<file path="config.mk">
export PLATFORM = sky130hd
export DESIGN_NAME = bomb_ctrl
export DESIGN_NICKNAME = d
export VERILOG_FILES = /design/src/rtl/bomb_ctrl.sv
export SDC_FILE = /design/constraint.sdc
export NUM_CORES = 1
export LEC_CHECK = 0
export CORE_UTILIZATION = 39
export CTS_CLUSTER_SIZE = 20
export DETAILED_ROUTE_END_ITERATION = 16
export PLACE_DENSITY_LB_ADDON = 0.2
export SLEW_MARGIN = 10
export SYNTH_ARGS = -nofsm -noshare
export SYNTH_HDL_FRONTEND = slang
export SYNTH_SLANG_ARGS = --single-unit
</file>
<file path="constraint.sdc">
create_clock -name frame_clk -period 1.9 [get_ports frame_clk]
set_input_delay 0.38 -clock frame_clk [delete_from_list [all_inputs] [get_ports frame_clk]]
set_output_delay 0.38 -clock frame_clk [all_outputs]
set_load 0.005 [all_outputs]
</file>
<file path="src/rtl/bomb_ctrl.sv">
`default_nettype none
// bomb_ctrl: per-frame bomb lifecycle (drop, fuse, blast, cooldown) with a
// registered lethal-region output for the player block.
module bomb_ctrl #(
  parameter int FUSE_FRAMES  = 120,
  parameter int BLAST_FRAMES = 30,
  parameter int COOL_FRAMES  = 15,
  parameter int GRID         = 16,
  parameter int BLAST_R      = 24
) (
  input  logic       frame_clk,
  input  logic       Reset,
  input  logic       bomb_drop,
  input  logic [9:0] userX,
  input  logic [9:0] userY,
  output logic [9:0] bomb1X,
  output logic [9:0] bomb1Y,
  output logic [9:0] bomb1S,
  output logic [9:0] bombX,
  output logic [9:0] bombY,
  output logic       bomb_visible,
  output logic       blast_active,
  output logic [7:0] fuse_cnt,
  output logic       bomb_done
);

  localparam logic [7:0] FUSE_LOAD  = 8'(FUSE_FRAMES - 1);
  localparam logic [7:0] BLAST_LOAD = 8'(BLAST_FRAMES - 1);
  localparam logic [7:0] COOL_LOAD  = 8'(COOL_FRAMES - 1);
  localparam logic [9:0] SNAP_MASK  = ~10'(GRID - 1);
  localparam logic [9:0] REACH      = 10'(BLAST_R);
  localparam logic [9:0] SIDE       = 10'(GRID + 2 * BLAST_R);

  typedef enum logic [1:0] {
    IDLE     = 2'd0,
    ARMED    = 2'd1,
    BLAST    = 2'd2,
    COOLDOWN = 2'd3
  } state_t;

  state_t     state;
  logic [9:0] snap_x;
  logic [9:0] snap_y;
  logic [9:0] blast_x;
  logic [9:0] blast_y;

  assign snap_x  = userX & SNAP_MASK;
  assign snap_y  = userY & SNAP_MASK;
  // Region origin saturates at the screen's left/top edge instead of wrapping.
  assign blast_x = (bombX >= REACH) ? bombX - REACH : 10'd0;
  assign blast_y = (bombY >= REACH) ? bombY - REACH : 10'd0;

  always_ff @(posedge frame_clk) begin
    if (!Reset) begin
      state        <= IDLE;
      fuse_cnt     <= 8'd0;
      bombX        <= 10'd0;
      bombY        <= 10'd0;
      bomb1X       <= 10'd0;
      bomb1Y       <= 10'd0;
      bomb1S       <= 10'd0;
      bomb_visible <= 1'b0;
      blast_active <= 1'b0;
      bomb_done    <= 1'b0;
    end else begin
      bomb_done <= 1'b0;
      case (state)
        IDLE: begin
          if (bomb_drop) begin
            state        <= ARMED;
            fuse_cnt     <= FUSE_LOAD;
            bombX        <= snap_x;
            bombY        <= snap_y;
            bomb_visible <= 1'b1;
          end
        end
        ARMED: begin
          if (fuse_cnt != 8'd0) begin
            fuse_cnt <= fuse_cnt - 8'd1;
          end else begin
            state        <= BLAST;
            fuse_cnt     <= BLAST_LOAD;
            blast_active <= 1'b1;
            bomb1X       <= blast_x;
            bomb1Y       <= blast_y;
            bomb1S       <= SIDE;
          end
        end
        BLAST: begin
          if (fuse_cnt != 8'd0) begin
            fuse_cnt <= fuse_cnt - 8'd1;
          end else begin
            state        <= COOLDOWN;
            fuse_cnt     <= COOL_LOAD;
            blast_active <= 1'b0;
            bomb_visible <= 1'b0;
            bomb1X       <= 10'd0;
            bomb1Y       <= 10'd0;
            bomb1S       <= 10'd0;
            bomb_done    <= 1'b1;
          end
        end
        COOLDOWN: begin
          if (fuse_cnt != 8'd0) begin
            fuse_cnt <= fuse_cnt - 8'd1;
          end else if (bomb_drop) begin
            // A held drop re-arms on the frame IDLE would be entered, giving
            // back-to-back cycles of exactly FUSE+BLAST+COOL frames.
            state        <= ARMED;
            fuse_cnt     <= FUSE_LOAD;
            bombX        <= snap_x;
            bombY        <= snap_y;
            bomb_visible <= 1'b1;
          end else begin
            state    <= IDLE;
            fuse_cnt <= 8'd0;
          end
        end
        default: begin
          state    <= IDLE;
          fuse_cnt <= 8'd0;
        end
      endcase
    end
  end

endmodule
`default_nettype wire

</file>
==> metrics.txt, run 1 <==
# TYPE chip_impl_metric gauge
chip_impl_info{name="final_common_cell",value="sky130_fd_sc_hd__clkdlybuf4s50_1"} 1
chip_impl_metric{name="path_clk_slew",unit="ps"} 80
chip_impl_metric{name="combined_global_route_utilization_of_all_metal_layers",unit="%"} 18.57
chip_impl_metric{name="synthDistinctLibCells",unit=""} 48
chip_impl_metric{name="final_core_utilization",unit="%"} 58.11
chip_impl_metric{name="route.detailed.vias_per_inst",unit=""} 4.813
chip_impl_metric{name="ys_seq_elements",unit=""} 39
chip_impl_metric{name="finalWorstPathRequiredPeriod",unit="ps"} 1816
chip_impl_info{name="crit_path_end_kind",value="flop"} 1
chip_impl_metric{name="num_antenna_cells",unit=""} 0
chip_impl_metric{name="grt_antenna_before_repair",unit=""} 0
chip_impl_metric{name="place_hpwl",unit="um"} 3582
chip_impl_metric{name="clkPwrFrac",unit="%"} 14.3
chip_impl_metric{name="pin_count_of_the_biggest_net_entering_global_routing",unit=""} 18
chip_impl_metric{name="clock.fmax",unit="MHz"} 550.5
chip_impl_metric{name="number_of_cells_produced_by_synthesis",unit=""} 233
chip_impl_metric{name="clockBufferDepth",unit=""} 2
chip_impl_metric{name="nets",unit=""} 347
chip_impl_metric{name="wire_per_inst",unit="um"} 12.54
chip_impl_metric{name="via_count_of_the_first_global_routing_pass",unit=""} 1696
chip_impl_metric{name="p_int",unit="W"} 0.002992
chip_impl_metric{name="p_leak",unit="nW"} 1.224
chip_impl_metric{name="synth_sequential_area_ratio",unit="%"} 37.43
chip_impl_metric{name="die_area",unit="um2"} 5645
chip_impl_metric{name="post_route_cells_drive_above_1_share",unit="%"} 19.05
chip_impl_metric{name="die_height",unit="um"} 75.13
chip_impl_metric{name="share_of_the_clock_period_used_by_the_worst_path_after_layout",unit="%"} 95.60
chip_impl_metric{name="tritoncts_num_sinks",unit=""} 39
chip_impl_metric{name="worst_ep_arrival_time",unit="ps"} 1990
chip_impl_metric{name="gr-usage-met1",unit="%"} 23.87
chip_impl_metric{name="max-slew-margin-rel",unit="%"} 65.43
chip_impl_metric{name="yosys.area.top_type_share",unit="%"} 37.43
chip_impl_metric{name="core_area",unit="um2"} 5140
chip_impl_metric{name="ir_drop",unit="mV"} 0.5994
chip_impl_metric{name="detailroute.via_count",unit=""} 1853
chip_impl_metric{name="dp.cells",unit=""} 375
chip_impl_info{name="ctsRootBufferMaster",value="sky130_fd_sc_hd__clkbuf_8"} 1
chip_impl_metric{name="worst_setup_slack_post_dpl",unit="ps"} -47.62
chip_impl_metric{name="power.total",unit="W"} 0.004727
chip_impl_metric{name="tritoncts.num_buffers",unit=""} 5
chip_impl_info{name="most_frequent_cells_in_the_layout",value="sky130_fd_sc_hd__clkdlybuf4s50_1 (52), sky130_fd_sc_hd__dfxtp_1 (37), sky130_fd_sc_hd__buf_4 (31)"} 1
chip_impl_metric{name="final-setup-viol-count",unit=""} 0
chip_impl_metric{name="worstPathRequired",unit="ps"} 2080
chip_impl_metric{name="setup_total_negative_slack",unit="ps"} 0
chip_impl_info{name="tritoncts",value="built"} 1
chip_impl_metric{name="drc",unit=""} 0
chip_impl_metric{name="grt_use_met3",unit="%"} 5.221
chip_impl_info{name="status",value="finished clean"} 1
chip_impl_metric{name="grt_remaining_overflow",unit=""} 0
chip_impl_info{name="crit_path_start_kind",value="flop"} 1
chip_impl_metric{name="report.final.hold_viol_count",unit=""} 0
chip_impl_info{name="grt_setup_unrepaired",value="true"} 1
chip_impl_metric{name="die_width",unit="um"} 75.13
chip_impl_metric{name="layoutNonFillerInstCount",unit=""} 385
chip_impl_metric{name="synth_enable_flop_cells",unit=""} 0
chip_impl_info{name="synth.area.top_cells",value="sky130_fd_sc_hd__dfxtp_1 (37%), sky130_fd_sc_hd__buf_4 (9.0%), sky130_fd_sc_hd__mux2i_1 (5.8%)"} 1
chip_impl_metric{name="grt_first_pass_wirelength",unit="um"} 7872
chip_impl_metric{name="fillCellCount",unit=""} 498
chip_impl_metric{name="power_density",unit="nW/um2"} 1583
chip_impl_metric{name="cp_max_fo",unit=""} 3
chip_impl_metric{name="comb_power_share",unit="%"} 57.4
chip_impl_metric{name="power.sequential.fraction",unit="%"} 28.3
chip_impl_metric{name="num_io_pins",unit=""} 84
chip_impl_metric{name="worst_skew_pair.late_latency",unit="ps"} 290
chip_impl_metric{name="skew",unit="ps"} 8.890
chip_impl_metric{name="netSwitchingPower",unit="W"} 0.001735
chip_impl_metric{name="routed_wl",unit="um"} 4828
chip_impl_metric{name="power_switching_share",unit="%"} 36.70
chip_impl_info{name="most_area_hungry_cell_type_in_the_yosys_netlist",value="sky130_fd_sc_hd__dfxtp_1"} 1
chip_impl_metric{name="timing.final.ws_setup",unit="ps"} 83.55
chip_impl_metric{name="cts.htree.levels",unit=""} 2
chip_impl_info{name="critical_path_class",value="flop to flop"} 1
chip_impl_metric{name="post_synth_instance_area",unit="um2"} 2086
chip_impl_metric{name="detail_route.first_pass.iterations",unit=""} 4
chip_impl_metric{name="port_buffers",unit=""} 52
chip_impl_metric{name="area_growth",unit="%"} 43.19
chip_impl_metric{name="ctsHoldBuffers",unit=""} 0
chip_impl_metric{name="std_cell_rows",unit=""} 26
chip_impl_metric{name="synth_async_sr_flop_share",unit="%"} 0
chip_impl_metric{name="grtUsageMet2",unit="%"} 30.43
chip_impl_metric{name="globalplace.congestion",unit=""} 0.8572
chip_impl_metric{name="max_cap_viol_count",unit=""} 0
chip_impl_metric{name="timing_worst_slew_pin_value",unit="ps"} 516.3
chip_impl_info{name="grt_most_used_layer",value="met2"} 1
chip_impl_metric{name="drt_first_iter_violations",unit=""} 100
chip_impl_metric{name="final_antenna_net_count",unit=""} 0
chip_impl_metric{name="timing.final.max_slew_violations",unit=""} 0
chip_impl_metric{name="initial_utilization",unit="%"} 40.58
chip_impl_info{name="hp-class",value="flop to flop"} 1
chip_impl_metric{name="synth_area_per_cell",unit="um2"} 8.952
chip_impl_info{name="synth-main-ff-cell",value="sky130_fd_sc_hd__dfxtp_1"} 1
chip_impl_metric{name="yosys_warnings",unit=""} 0
## critical path, cell delays in order (launching register included)
cell and delay, ps:
sky130_fd_sc_hd__dfxtp_4 360, sky130_fd_sc_hd__nor3_4 180, sky130_fd_sc_hd__or3b_4 410, sky130_fd_sc_hd__or3_4 330, sky130_fd_sc_hd__nor3b_1 140, sky130_fd_sc_hd__o311a_1 280
## cells in the mapped netlist, types with 2 or more instances
master,count
sky130_fd_sc_hd__o2bb2ai_1,12
sky130_fd_sc_hd__a31o_1,2
sky130_fd_sc_hd__nand3_1,5
sky130_fd_sc_hd__a21o_1,3
sky130_fd_sc_hd__dfxtp_1,39
sky130_fd_sc_hd__and2_1,2
sky130_fd_sc_hd__a211oi_1,4
sky130_fd_sc_hd__xor2_1,3
sky130_fd_sc_hd__and3_1,2
sky130_fd_sc_hd__buf_2,2
sky130_fd_sc_hd__or3_1,2
sky130_fd_sc_hd__a21oi_1,18
sky130_fd_sc_hd__ha_1,9
sky130_fd_sc_hd__buf_4,25
sky130_fd_sc_hd__xnor2_1,6
sky130_fd_sc_hd__o211ai_1,3
sky130_fd_sc_hd__o21ai_1,6
sky130_fd_sc_hd__o21ai_0,3
sky130_fd_sc_hd__clkbuf_1,4
sky130_fd_sc_hd__nor3_1,2
sky130_fd_sc_hd__inv_1,13
sky130_fd_sc_hd__nor2_1,20
sky130_fd_sc_hd__nand2_1,12
sky130_fd_sc_hd__mux2i_1,12
## per-stage QoR
step,cell area [um2],hold WS (ps)
3_3_place_gp,2781,445.0
4_1_cts,2898,468.4
5_1_grt,2987,481.9
3_5_place_dp,2781,447.1
2_1_floorplan,2168,451.8
6_report,2987,464.4
## power groups by stage
stage / registers (W) / logic [W] / clock network [W]
after floorplan: 0.00133 / 0.00134 / 0
after global placement: 0.00132 / 0.00249 / 0
after detailed placement: 0.00132 / 0.00251 / 0
after CTS: 0.00131 / 0.00255 / 0.000694
after global routing: 0.00138 / 0.00302 / 0.000724
final: 0.00134 / 0.00271 / 0.000675
## cell families after synthesis
kind of cell             count (synthesis)  share of synthesized area, %
AND/OR/NAND/NOR                         54                         13.32
XOR/XNOR                                 9                         3.779
other                                    1                        0.1798
buffers and inverters                   45                         12.72
multiplexers                            12                         5.759
adder cells (fa/ha/maj)                  9                         5.399
AO/OA/AOI/OAI                           64                         21.42
flip-flops                              39                         37.43
## flip-flops by register name (all words and copies together) (netlist names)
register and count:
bomb_done 1, bombY 6, bomb1Y 7, bomb1X 7
blast_active 1, bombX 6, bomb_visible 1, fuse_cnt 8
state 2
## area by class of cell
class / count / area [um2] / share of cell area, %
multi-input combinational: 171 / 1187 / 39.76
sequential: 39 / 788.3 / 26.39
timing repair buffer: 84 / 764.5 / 25.60
tap: 70 / 87.58 / 2.933
clock buffer: 5 / 68.82 / 2.304
inverter: 14 / 52.55 / 1.760
clock inverter: 2 / 37.54 / 1.257
## timing repair
item,CTS,global route
gates resized for setup,3,19
pin swaps,0,6
buffers inserted,0,3
endpoints found under the setup margin,14,20
## worst paths after layout
check,startpoint,endpoint,slack [ps],cells past startpoint
hold reg to reg,bombY[4],bomb1Y[4],460,2
hold / removal,bombY[4],bomb1Y[4],460,2
setup / recovery,fuse_cnt[1],fuse_cnt[7],80,5
setup reg to reg,fuse_cnt[1],fuse_cnt[7],80,5
## metal layers
layer  vias up  wire, um
met5         -         0
met4         0        60
met3         7       270
met2        53      2243
met1       849      2253
li1        944         -
No activity file was read; power rests on OpenSTA's default activity.
==> run 2: changes to the inputs <==
--- a/config.mk
+++ b/config.mk
@@ -5,6 +5,7 @@
 export SDC_FILE = /design/constraint.sdc
 export NUM_CORES = 1
 export LEC_CHECK = 0
+export CORE_MARGIN = 2
 export CORE_UTILIZATION = 39
 export CTS_CLUSTER_SIZE = 20
 export DETAILED_ROUTE_END_ITERATION = 16
==> metrics.txt, run 2 (same netlist as run 1, synthesis figures left out) <==
# TYPE chip_impl_metric gauge
chip_impl_info{name="status",value="finished clean"} 1
chip_impl_metric{name="grt_remaining_overflow",unit=""} 0
chip_impl_metric{name="largest_reg_flops",unit=""} 8
chip_impl_metric{name="p_leak",unit="nW"} 1.202
chip_impl_metric{name="timing.final.max_slew_violations",unit=""} 0
chip_impl_metric{name="route.detailed.vias_per_inst",unit=""} 4.869
chip_impl_info{name="crit_path_start_kind",value="flop"} 1
chip_impl_info{name="grt_setup_unrepaired",value="true"} 1
chip_impl_metric{name="worst_ep_arrival_time",unit="ps"} 2050
chip_impl_metric{name="power_density",unit="nW/um2"} 1571
chip_impl_info{name="grt_most_used_layer",value="met2"} 1
chip_impl_metric{name="final_antenna_net_count",unit=""} 0
chip_impl_metric{name="path_clk_slew",unit="ps"} 80
chip_impl_metric{name="ir_drop",unit="mV"} 0.7108
chip_impl_info{name="ctsRootBufferMaster",value="sky130_fd_sc_hd__clkbuf_8"} 1
chip_impl_metric{name="cts.htree.levels",unit=""} 2
chip_impl_metric{name="num_antenna_cells",unit=""} 0
chip_impl_metric{name="detail_route.first_pass.iterations",unit=""} 4
chip_impl_metric{name="num_io_pins",unit=""} 84
chip_impl_metric{name="worstPathRequired",unit="ps"} 2090
chip_impl_metric{name="core_area",unit="um2"} 5140
chip_impl_metric{name="power.total",unit="W"} 0.004618
chip_impl_metric{name="pin_count_of_the_biggest_net_entering_global_routing",unit=""} 16
chip_impl_info{name="largest-register",value="fuse_cnt"} 1
chip_impl_metric{name="timing.hold.worst_path_depth",unit=""} 2
chip_impl_metric{name="setup_total_negative_slack",unit="ps"} 0
chip_impl_metric{name="report.final.hold_viol_count",unit=""} 0
chip_impl_metric{name="area_growth",unit="%"} 40.91
chip_impl_metric{name="drc",unit=""} 0
chip_impl_metric{name="detailroute.via_count",unit=""} 1865
chip_impl_metric{name="share_of_the_clock_period_used_by_the_worst_path_after_layout",unit="%"} 97.95
chip_impl_metric{name="nets",unit=""} 345
chip_impl_metric{name="std_cell_rows",unit=""} 26
chip_impl_metric{name="clock.fmax",unit="MHz"} 537.3
chip_impl_metric{name="cp_max_fo",unit=""} 3
chip_impl_info{name="tritoncts",value="built"} 1
chip_impl_metric{name="combined_global_route_utilization_of_all_metal_layers",unit="%"} 16.92
chip_impl_metric{name="gr-usage-met1",unit="%"} 20.75
chip_impl_metric{name="globalplace.congestion",unit=""} 0.8183
chip_impl_info{name="holdCritStartpoint",value="bomb1X[3]"} 1
chip_impl_metric{name="wire_per_inst",unit="um"} 13.23
chip_impl_metric{name="port_buffers",unit=""} 52
chip_impl_metric{name="grt_use_met3",unit="%"} 4.706
chip_impl_info{name="crit_path_end_kind",value="flop"} 1
chip_impl_metric{name="post_route_cells_drive_above_1_share",unit="%"} 16.93
chip_impl_metric{name="finalWorstPathRequiredPeriod",unit="ps"} 1861
chip_impl_metric{name="via_count_of_the_first_global_routing_pass",unit=""} 1725
chip_impl_info{name="final_common_cell",value="sky130_fd_sc_hd__clkdlybuf4s50_1"} 1
chip_impl_metric{name="final_cell_area",unit="um2"} 2939
chip_impl_metric{name="grtUsageMet2",unit="%"} 28.17
chip_impl_metric{name="ff2ff_setup_slack",unit="ps"} 40
chip_impl_metric{name="tritoncts_num_sinks",unit=""} 39
chip_impl_metric{name="max_cap_viol_count",unit=""} 0
chip_impl_metric{name="drt_first_iter_violations",unit=""} 133
chip_impl_metric{name="die_width",unit="um"} 77.13
chip_impl_metric{name="r2r_cells",unit=""} 6
chip_impl_metric{name="tritoncts.num_buffers",unit=""} 5
chip_impl_metric{name="grt_first_pass_wirelength",unit="um"} 8066
chip_impl_metric{name="final-setup-viol-count",unit=""} 0
chip_impl_info{name="reg2reg_to",value="fuse_cnt[7]"} 1
chip_impl_metric{name="die_area",unit="um2"} 5949
chip_impl_metric{name="clockBufferDepth",unit=""} 2
chip_impl_metric{name="placement.cell_area",unit="um2"} 2774
chip_impl_info{name="critical_path_class",value="flop to flop"} 1
chip_impl_metric{name="routed_wl",unit="um"} 5066
chip_impl_info{name="most_frequent_cells_in_the_layout",value="sky130_fd_sc_hd__clkdlybuf4s50_1 (52), sky130_fd_sc_hd__dfxtp_1 (37), sky130_fd_sc_hd__buf_4 (29)"} 1
chip_impl_info{name="rr_startpoint",value="fuse_cnt[1]"} 1
chip_impl_metric{name="worst_skew_pair.late_latency",unit="ps"} 290
chip_impl_info{name="hp-class",value="flop to flop"} 1
chip_impl_metric{name="ctsHoldBuffers",unit=""} 0
chip_impl_metric{name="place_hpwl",unit="um"} 3714
chip_impl_metric{name="hold_slack",unit="ps"} 462.2
chip_impl_metric{name="initial_utilization",unit="%"} 40.58
chip_impl_info{name="hold_path_end",value="bomb1X[3]"} 1
chip_impl_metric{name="grt_antenna_before_repair",unit=""} 0
chip_impl_metric{name="skew",unit="ps"} 7.462
chip_impl_info{name="reg_top3",value="fuse_cnt x8, bomb1X x7, bomb1Y x7"} 1
chip_impl_metric{name="die_height",unit="um"} 77.13
==> run 2: per-stage QoR <==
stage | cells | util [%] | setup WS [ps]
after CTS | 381 | 56.23 | 8.676
after floorplan | 255 | - | 45.31
final | 383 | 57.18 | 38.98
after global placement | 374 | 53.97 | -81.42
after detailed placement | 374 | 53.97 | -84.18
after global routing | 383 | 57.18 | -37.14
==> run 2: repair_timing <==
| item | CTS | global route |
|---|---|---|
| resized for setup | 4 | 9 |
| pin swaps | 0 | 4 |
| endpoints found under the setup margin | 16 | 31 |
| setup buffers | 0 | 2 |
==> run 2: layout make-up <==
| cell class | count | area [um2] |
|---|---|---|
| Fill cell | 496 | 2201 |
| Multi-Input combinational cell | 171 | 1157 |
| Sequential cell | 39 | 785.8 |
| Timing Repair Buffer | 82 | 749.5 |
| Tap cell | 70 | 87.58 |
| Clock buffer | 5 | 68.82 |
| Inverter | 14 | 52.55 |
| Clock inverter | 2 | 37.54 |
==> run 2: worst max path at each step <==
stage,from,endpoint,depth (start not counted)
2_1_floorplan,fuse_cnt[2],fuse_cnt[7],5
3_3_place_gp,fuse_cnt[0],bomb1X[6],7
3_5_place_dp,fuse_cnt[0],bomb1Y[4],7
4_1_cts,fuse_cnt[1],fuse_cnt[7],6
5_1_grt,fuse_cnt[0],bombY[9],8
6_report,fuse_cnt[1],fuse_cnt[7],6
==> run 2: critical path: stages, from the launching register on <==
cell and delay (ps):
sky130_fd_sc_hd__dfxtp_1 330, sky130_fd_sc_hd__buf_4 130, sky130_fd_sc_hd__nor3_2 120, sky130_fd_sc_hd__or3b_1 390, sky130_fd_sc_hd__or3_1 330, sky130_fd_sc_hd__nor3b_1 150, sky130_fd_sc_hd__o311a_1 320
==> run 2: power by group <==
group          switching (W)  total (W)  internal, W
clock network       0.000298   0.000682     0.000384
registers           0.000243    0.00133      0.00109
logic                0.00117    0.00261      0.00143
total                0.00172    0.00462      0.00290
==> run 2: metal layers <==
layer	wire, um	vias up	part of all wire (%)
li1	-	935	-
met1	2228	861	44
met2	2417	60	48
met3	324	9	6.4
met4	94	0	1.9
met5	0	-	0
